--- src/rtl/mirror_zc_tracker.sv ---
// mirror_zc_tracker
//   Turns the raw, asynchronous mirror position comparator output into a clean
//   zero-crossing level and measures the mirror half period, with a small
//   lock/fault supervisor on top.
//
//   Ports
//     clk_i        system clock
//     nrst_i       asynchronous active-low reset
//     enable_i     tracking enable; low returns to IDLE and clears measurement
//     mirror_fb_i  raw comparator output (asynchronous)
//     zc_o         debounced zero-crossing level, toggles per accepted edge
//     zc_pulse_o   one-cycle strobe with every zc_o toggle
//     freq_o       last legal half period in clk_i cycles
//     lock_o       high while LOCKED
//     fault_o      high while FAULT (sticky until enable_i low or reset)
module mirror_zc_tracker #(
  parameter int CNT_W_P           = 16,
  parameter int MIN_HALF_PERIOD_P = 40000,
  parameter int MAX_HALF_PERIOD_P = 55000,
  parameter int DEBOUNCE_P        = 4,
  parameter int LOCK_COUNT_P      = 4
) (
  input  logic               clk_i,
  input  logic               nrst_i,
  input  logic               enable_i,
  input  logic               mirror_fb_i,
  output logic               zc_o,
  output logic               zc_pulse_o,
  output logic [CNT_W_P-1:0] freq_o,
  output logic               lock_o,
  output logic               fault_o
);

  localparam int STAB_W = $clog2(DEBOUNCE_P + 1);
  localparam int GOOD_W = $clog2(LOCK_COUNT_P + 1);

  localparam logic [CNT_W_P-1:0] MIN_C  = CNT_W_P'(MIN_HALF_PERIOD_P);
  localparam logic [CNT_W_P-1:0] MAX_C  = CNT_W_P'(MAX_HALF_PERIOD_P);
  localparam logic [CNT_W_P-1:0] SAT_C  = CNT_W_P'(MAX_HALF_PERIOD_P + 1);
  localparam logic [CNT_W_P-1:0] CNT_1  = CNT_W_P'(1);
  localparam logic [STAB_W-1:0]  DEB_C  = STAB_W'(DEBOUNCE_P);
  localparam logic [STAB_W-1:0]  STAB_1 = STAB_W'(1);
  localparam logic [GOOD_W-1:0]  LOCK_C = GOOD_W'(LOCK_COUNT_P);
  localparam logic [GOOD_W-1:0]  GOOD_1 = GOOD_W'(1);

  // The saturation value must be representable, otherwise timeout never fires.
  if ((MAX_HALF_PERIOD_P + 1) >= (1 << CNT_W_P)) begin : g_bad_cnt_w
    $error("mirror_zc_tracker: MAX_HALF_PERIOD_P+1 does not fit in CNT_W_P bits");
  end

  typedef enum logic [1:0] {
    ST_IDLE,
    ST_ACQUIRE,
    ST_LOCKED,
    ST_FAULT
  } state_t;

  state_t               state_q, state_d;
  logic [1:0]           sync_q;
  logic [STAB_W-1:0]    stab_q, stab_d;
  logic [CNT_W_P-1:0]   hp_cnt_q, hp_cnt_d;
  logic [GOOD_W-1:0]    good_q, good_d;
  logic [CNT_W_P-1:0]   freq_q, freq_d;
  logic                 zc_q, pulse_q;

  logic active, differ, accept, timing, legal, timeout;

  // Edge acceptance only while tracking. The stability counter has to see
  // DEBOUNCE_P differing samples and then one more before the toggle, which
  // puts the zc_o change DEBOUNCE_P+2 cycles after the first sampling edge.
  assign active  = enable_i && (state_q != ST_IDLE);
  assign differ  = sync_q[1] ^ zc_q;
  assign accept  = active && differ && (stab_q == DEB_C);
  // A zero half-period counter means no edge has started timing yet.
  assign timing  = (hp_cnt_q != '0);
  assign legal   = timing && (hp_cnt_q >= MIN_C) && (hp_cnt_q <= MAX_C);
  // Fires on the cycle the counter steps onto MAX+1; an edge wins the tie.
  assign timeout = active && timing && !accept && (hp_cnt_q == MAX_C);

  always_comb begin
    state_d  = state_q;
    good_d   = good_q;
    stab_d   = '0;
    hp_cnt_d = '0;
    freq_d   = freq_q;

    if (active) begin
      if (differ && !accept) stab_d = stab_q + STAB_1;

      if (accept)                           hp_cnt_d = CNT_1;
      else if (timing && hp_cnt_q != SAT_C) hp_cnt_d = hp_cnt_q + CNT_1;
      else                                  hp_cnt_d = hp_cnt_q;

      if (accept && legal && (state_q != ST_FAULT)) freq_d = hp_cnt_q;
    end

    if (!enable_i) begin
      state_d = ST_IDLE;
      good_d  = '0;
    end else begin
      case (state_q)
        ST_IDLE: begin
          state_d = ST_ACQUIRE;
          good_d  = '0;
        end
        ST_ACQUIRE: begin
          if (accept && timing) begin
            if (legal) begin
              if (good_q + GOOD_1 == LOCK_C) begin
                state_d = ST_LOCKED;
                good_d  = '0;
              end else begin
                good_d  = good_q + GOOD_1;
              end
            end else begin
              good_d = '0;
            end
          end else if (timeout) begin
            good_d = '0;
          end
        end
        ST_LOCKED: begin
          if ((accept && !legal) || timeout) state_d = ST_FAULT;
        end
        ST_FAULT: state_d = ST_FAULT;
        default:  state_d = ST_IDLE;
      endcase
    end
  end

  always_ff @(posedge clk_i or negedge nrst_i) begin
    if (!nrst_i) begin
      state_q  <= ST_IDLE;
      sync_q   <= '0;
      stab_q   <= '0;
      hp_cnt_q <= '0;
      good_q   <= '0;
      freq_q   <= '0;
      zc_q     <= 1'b0;
      pulse_q  <= 1'b0;
    end else begin
      state_q  <= state_d;
      sync_q   <= {sync_q[0], mirror_fb_i};
      stab_q   <= stab_d;
      hp_cnt_q <= hp_cnt_d;
      good_q   <= good_d;
      freq_q   <= freq_d;
      zc_q     <= zc_q ^ accept;
      pulse_q  <= accept;
    end
  end

  assign zc_o       = zc_q;
  assign zc_pulse_o = pulse_q;
  assign freq_o     = freq_q;
  assign lock_o     = (state_q == ST_LOCKED);
  assign fault_o    = (state_q == ST_FAULT);

endmodule

--- config.mk ---
export PLATFORM = sky130hd
export DESIGN_NAME = mirror_zc_tracker
export DESIGN_NICKNAME = d
export VERILOG_FILES = /design/src/rtl/mirror_zc_tracker.sv
export SDC_FILE = /design/constraint.sdc
export NUM_CORES = 1
export LEC_CHECK = 0
export ABC_AREA = 1
export CELL_PAD_IN_SITES_DETAIL_PLACEMENT = 2
export CELL_PAD_IN_SITES_GLOBAL_PLACEMENT = 2
export CORE_MARGIN = 3
export CORE_UTILIZATION = 36
export DETAILED_ROUTE_END_ITERATION = 8
export PLACE_DENSITY_LB_ADDON = 0.08
export SYNTH_ARGS = -nofsm -noshare
export SYNTH_HDL_FRONTEND = slang
export SYNTH_SLANG_ARGS = --single-unit
--- constraint.sdc ---
create_clock -name clk_i -period 5 [get_ports clk_i]
set_clock_uncertainty 0.1 [all_clocks]
set_input_delay 0.5 -clock clk_i [delete_from_list [all_inputs] [get_ports clk_i]]
set_output_delay 0.5 -clock clk_i [all_outputs]
set_load 0.005 [all_outputs]
Word level (Yosys, flattened, before mapping)
Index checks and enable logic that the tools add are counted.

cells by class
  reduce and logical (&&, ||, !) cells = 23
  magnitude comparators = 2
  multiplexer cells = 17
  equality and inequality tests = 15
  bitwise operators = 2
  $add $sub $neg = 3

operator list
  operator                 count
  $mux W16                 3
  $mux W3                  7
  $add A16 B1 Y16 const B  1
  $eq A16 B16 Y1 const B   1
  $ge A16 B16 Y1 const B   1
  $le A16 B16 Y1 const B   1
  $ne A16 B16 Y1 const B   1
  $reduce_bool A16 Y1      1
  $logic_and A1 B1 Y1      14
  $mux W2                  5
  $ne A3 B3 Y1 const B     3
  $pmux W2 S4              1
  $add A3 B1 Y3 const B    2
  $eq A3 B3 Y1 const B     2
  $ne A3 B1 Y1 const B     2
  $pmux W3 S2              1
  $eq A2 B2 Y1 const B     2
  $ne A4 B4 Y1 const B     1
  $reduce_and A2 Y1        2
  $reduce_and A4 Y1        1
  $ne A3 B2 Y1 const B     1
  $eq A2 B1 Y1 const B     1
  $logic_not A1 Y1         2
  $logic_not A2 Y1         1
  4 further kinds          5

storage, ports and cells
  output and inout bits = 20
  input port bits = 4
  flip-flop bits (word level) = 44

Longest topological paths before layout
  depth after elaboration = 11
  depth in mapped cells = 14

Worst setup path after synthesis
OpenSTA, ideal clock, no wires.

  path type = register to register
  from = register hp_cnt_q[11]
  to = register freq_q[10] (netlist: freq_o[10])
  data required time = 4.783 ns
  library setup time = 0.117 ns
  stages on the path, launching flop included = 14
  slack = 3.326 ns
  arrival = 1.457 ns
  cells stage by stage = dfrtp_1 > inv_1 > nand2_1 > nor2_1 > nand2_1 > nor2_1 > nand2_1 > nand2_1 > nand2_1 > inv_4 > nand2_4 > buf_6 > nand2_1 > nand2_1

between the ends
  word-level cells in the longest chain between the ends = 6

ends and longest elaborated chain
  what                                                          line    RTL
  start, declared                                               61      logic [CNT_W_P-1:0] hp_cnt_q, hp_cnt_d;
  start signal, assigned                                        145     hp_cnt_q <= hp_cnt_d;
  $ge A16 B16 Y1 / $reduce_bool A16 Y1 (equally long branches)  76, 75
  $logic_and A1 B1 Y1                                           76      assign legal = timing && (hp_cnt_q >= MIN_C) && (hp_cnt_q <= MAX_C);
  $logic_and A1 B1 Y1 *                                         76
  $logic_and A1 B1 Y1 * (2 in a row)                            94      if (accept && legal && (state_q != ST_FAULT)) freq_d = hp_cnt_q;
  $reduce_and A2 Y1 (no line) *                                 -
  end signal, assigned                                          147     freq_q <= freq_d;
  end, declared                                                 63      logic [CNT_W_P-1:0] freq_q, freq_d;

Mark *: on every way between the ends. The rest lies on a longest branch, timed or not.
A chain may end at the register's enable or synchronous reset.

Worst setup path in the final report
Ends and elaborated chain as after synthesis.

==> results.ini <==
[outcome]
status=finished, final reports clean

[timing]
max_freq_mhz=452.2
relSlewSlack_pct=33.28
finalSetupTns_ps=0
rsz0062_at_grt=false
setup_viol=0
finalCritPeriodShare_pct=44.23
maxSlewViolCount=0
tightestPinTransition_ps=1001
hold_violations=0
setup_slack_ps=2789
whs_ps=257.6
period_minus_slack_ps=2211

[yosys]
ys_seq_area_share_pct=46.83
synth_area_leaders=dfrtp_1, nand2_1, nand3_1, nor2_1, inv_1
yosysWarnings=0
synth_area_um2=2351
synth_cell_type_count=29
netlist_instances=298
yosys.area.top_type=dfrtp_1
synth_fp_nets=309
ys_ff_latch=44
synth_top_area_share_pct=46.83
syn_area_per_cell_um2=7.889

[clock_network]
h-tree-depth=2
insertion_delay_ps=310
clock-root-buffer=clkbuf_8
path_clk_slew_ps=90
cts_setup_buffers=0
clk_path_buf_depth=2
cts_num_sinks=44
holdBufCountCts=0
cts_buffers=5
cts_tree=done
postCtsResizedCells=0

[grt]
grt_overflow=0
grt_max_degree=45
grt_antenna_before_repair=0
grt_use_total_pct=20.79
grt_pass1_vias=2364
grt_pass1_wl_mm=12.12

[min_path]
hold_path_class=in2async

[flow_run]
max-cap-violations=0

[floorplan]
die_w_um=86.81
num_rows=28
die-area_um2=7536
core-area_um2=6131
ios=24
start_util_pct=38.35
fp.dieH_um=86.81

[power_and_ir_drop]
power_leakage_nw=1.316
ir_worst_vdd_mv=0.1794
power_density_nw_per_um2=289.5

[layout]
antennaDiodeCount=0
drive_gt1_share_pct=6.769
syn_to_final_growth_pct=16.82
fin_nets=335

[detailed_routing]
routed_wirelength_mm=6.998
post-route-drc-count=0
firstDrtPassIters=4
drtIter0Drc=105
vias_per_cell=5.193
antenna_left=0
wl_per_cell_um=17.50
vias=2077

[worst_setup_path]
crit_fanout=19
cp.required_ps=5100
critPathKind=reg2reg
critPathSlowestCell=dfrtp_1
crit_chain=inv_1 > nand2_1 > nor2_1 > nand2_1 > nor2_1 > nand2_1 > nand2_1 > nand2_1 > inv_4 > nand2_4 > nand2_1 > nand2_1
worstSetupStartpoint=hp_cnt_q[11]$_DFFE_PN0P_
worstSetupEndpointType=flip-flop
reg2reg_from=hp_cnt_q[11]$_DFFE_PN0P_
critPathMaxStageDelay_ps=480
crit_family=simple AND/OR/NAND/NOR gates
crit_top_cell=nand2_1
startpoint_type=flip-flop
cp_num_buf_inv=2
cp.arrival_ps=2310

[place]
hpwl_mm=5.430
io_buffers=23
place.gp.congestion=0.8151
pre_cts_ws_ps=2437

-- registers in the layout, indices dropped and copies added (netlist names) --
register and count:
state_q 2, stab_q 3, zc_o 1, zc_pulse_o 1
good_q 3, sync_q 2, freq_o 16, hp_cnt_q 16
-- area by class of cell --
class                      count  area (um2)
tap                           75       93.84
sequential                    44        1101
fill                         721        3385
clock buffer                   6       82.58
multi-input combinational    217        1079
clock inverter                 2       38.79
timing repair buffer          23       225.2
inverter                      33       126.4
-- synth_stat cells --
cell type	count
o21ai_0	9
a311oi_1	1
nand2_2	2
a21oi_1	11
nand4_1	2
nand2_1	76
dfrtp_1	44
nor2_4	1
nor2_1	43
ha_1	7
buf_6	4
nor4_1	4
o21a_1	1
inv_4	1
a21oi_2	1
inv_2	2
a31oi_1	2
nor3_1	8
xor2_2	1
nor2_8	1
nand2_4	1
nor2_2	3
a211oi_1	1
nand3_1	35
xnor2_1	1
xor2_1	4
o21ai_1	1
inv_1	30
nand3b_1	1
-- stage by stage --
stage          std cells  util (%)  total power [W]  instance area, um2
2_1_floorplan        298         -        0.0004576                2351
3_3_place_gp         392     42.82        0.0005022                2625
3_5_place_dp         392     42.82        0.0005064                2625
4_1_cts              400     44.80        0.0008008                2746
5_1_grt              400     44.80        0.0008362                2746
6_report             400     44.80        0.0007952                2746
-- kinds of logic (layout without fill, tap and decap cells) --
| group | after synthesis | in the layout | synth area share, % |
|---|---|---|---|
| AO/OA/AOI/OAI | 27 | 27 | 6.386 |
| XOR/XNOR | 6 | 6 | 2.555 |
| adder cells (fa/ha/maj) | 7 | 7 | 3.725 |
| buffers and inverters | 37 | 64 | 7.291 |
| flip-flops | 44 | 44 | 46.83 |
| AND/OR/NAND/NOR | 177 | 177 | 33.21 |
-- placed cells by master (no fill, tap or decap), types with 6 or more instances in the layout --
cell type | Yosys | routed
nor2_1 | 43 | 43
clkdlybuf4s50_1 | 0 | 22
o21ai_0 | 9 | 9
inv_1 | 30 | 30
a21oi_1 | 11 | 11
ha_1 | 7 | 7
nor3_1 | 8 | 8
clkbuf_8 | 0 | 6
nand2_1 | 76 | 76
dfrtp_1 | 44 | 44
nand3_1 | 35 | 35
-- power by group --
group	leakage (nW)	internal, W	total [W]	switching (W)
Clock	0.0614	0.000164	0.000294	0.000131
Sequential	0.600	0.000367	0.000385	0.0000181
Combinational	0.655	0.0000368	0.000115	0.0000786
Total	1.32	0.000568	0.000795	0.000228
-- per-layer routing --
metal	vias up	global-route usage, %	share of wire (%)	wire, um
li1	1004	-	-	-
met1	1023	27.27	46	3216
met2	36	34.99	49	3418
met3	14	3.137	3.4	238
met4	0	6.799	1.8	125
met5	-	0	0	0
-- path summary, 6_finish.rpt --
path	endpoint	slack [ps]	cells after the start
max	freq_o[10]$_DFFE_PN0P_	2790	12
min	freq_o[15]$_DFFE_PN0P_	260	1
max reg2reg	freq_o[10]$_DFFE_PN0P_	2790	12
min reg2reg	sync_q[1]$_DFF_PN0_	270	0
max in group asynchronous	hp_cnt_q[14]$_DFFE_PN0P_	3910	1
min in group clk_i	sync_q[1]$_DFF_PN0_	270	0
Note: power is estimated with default switching activity, not from simulation.
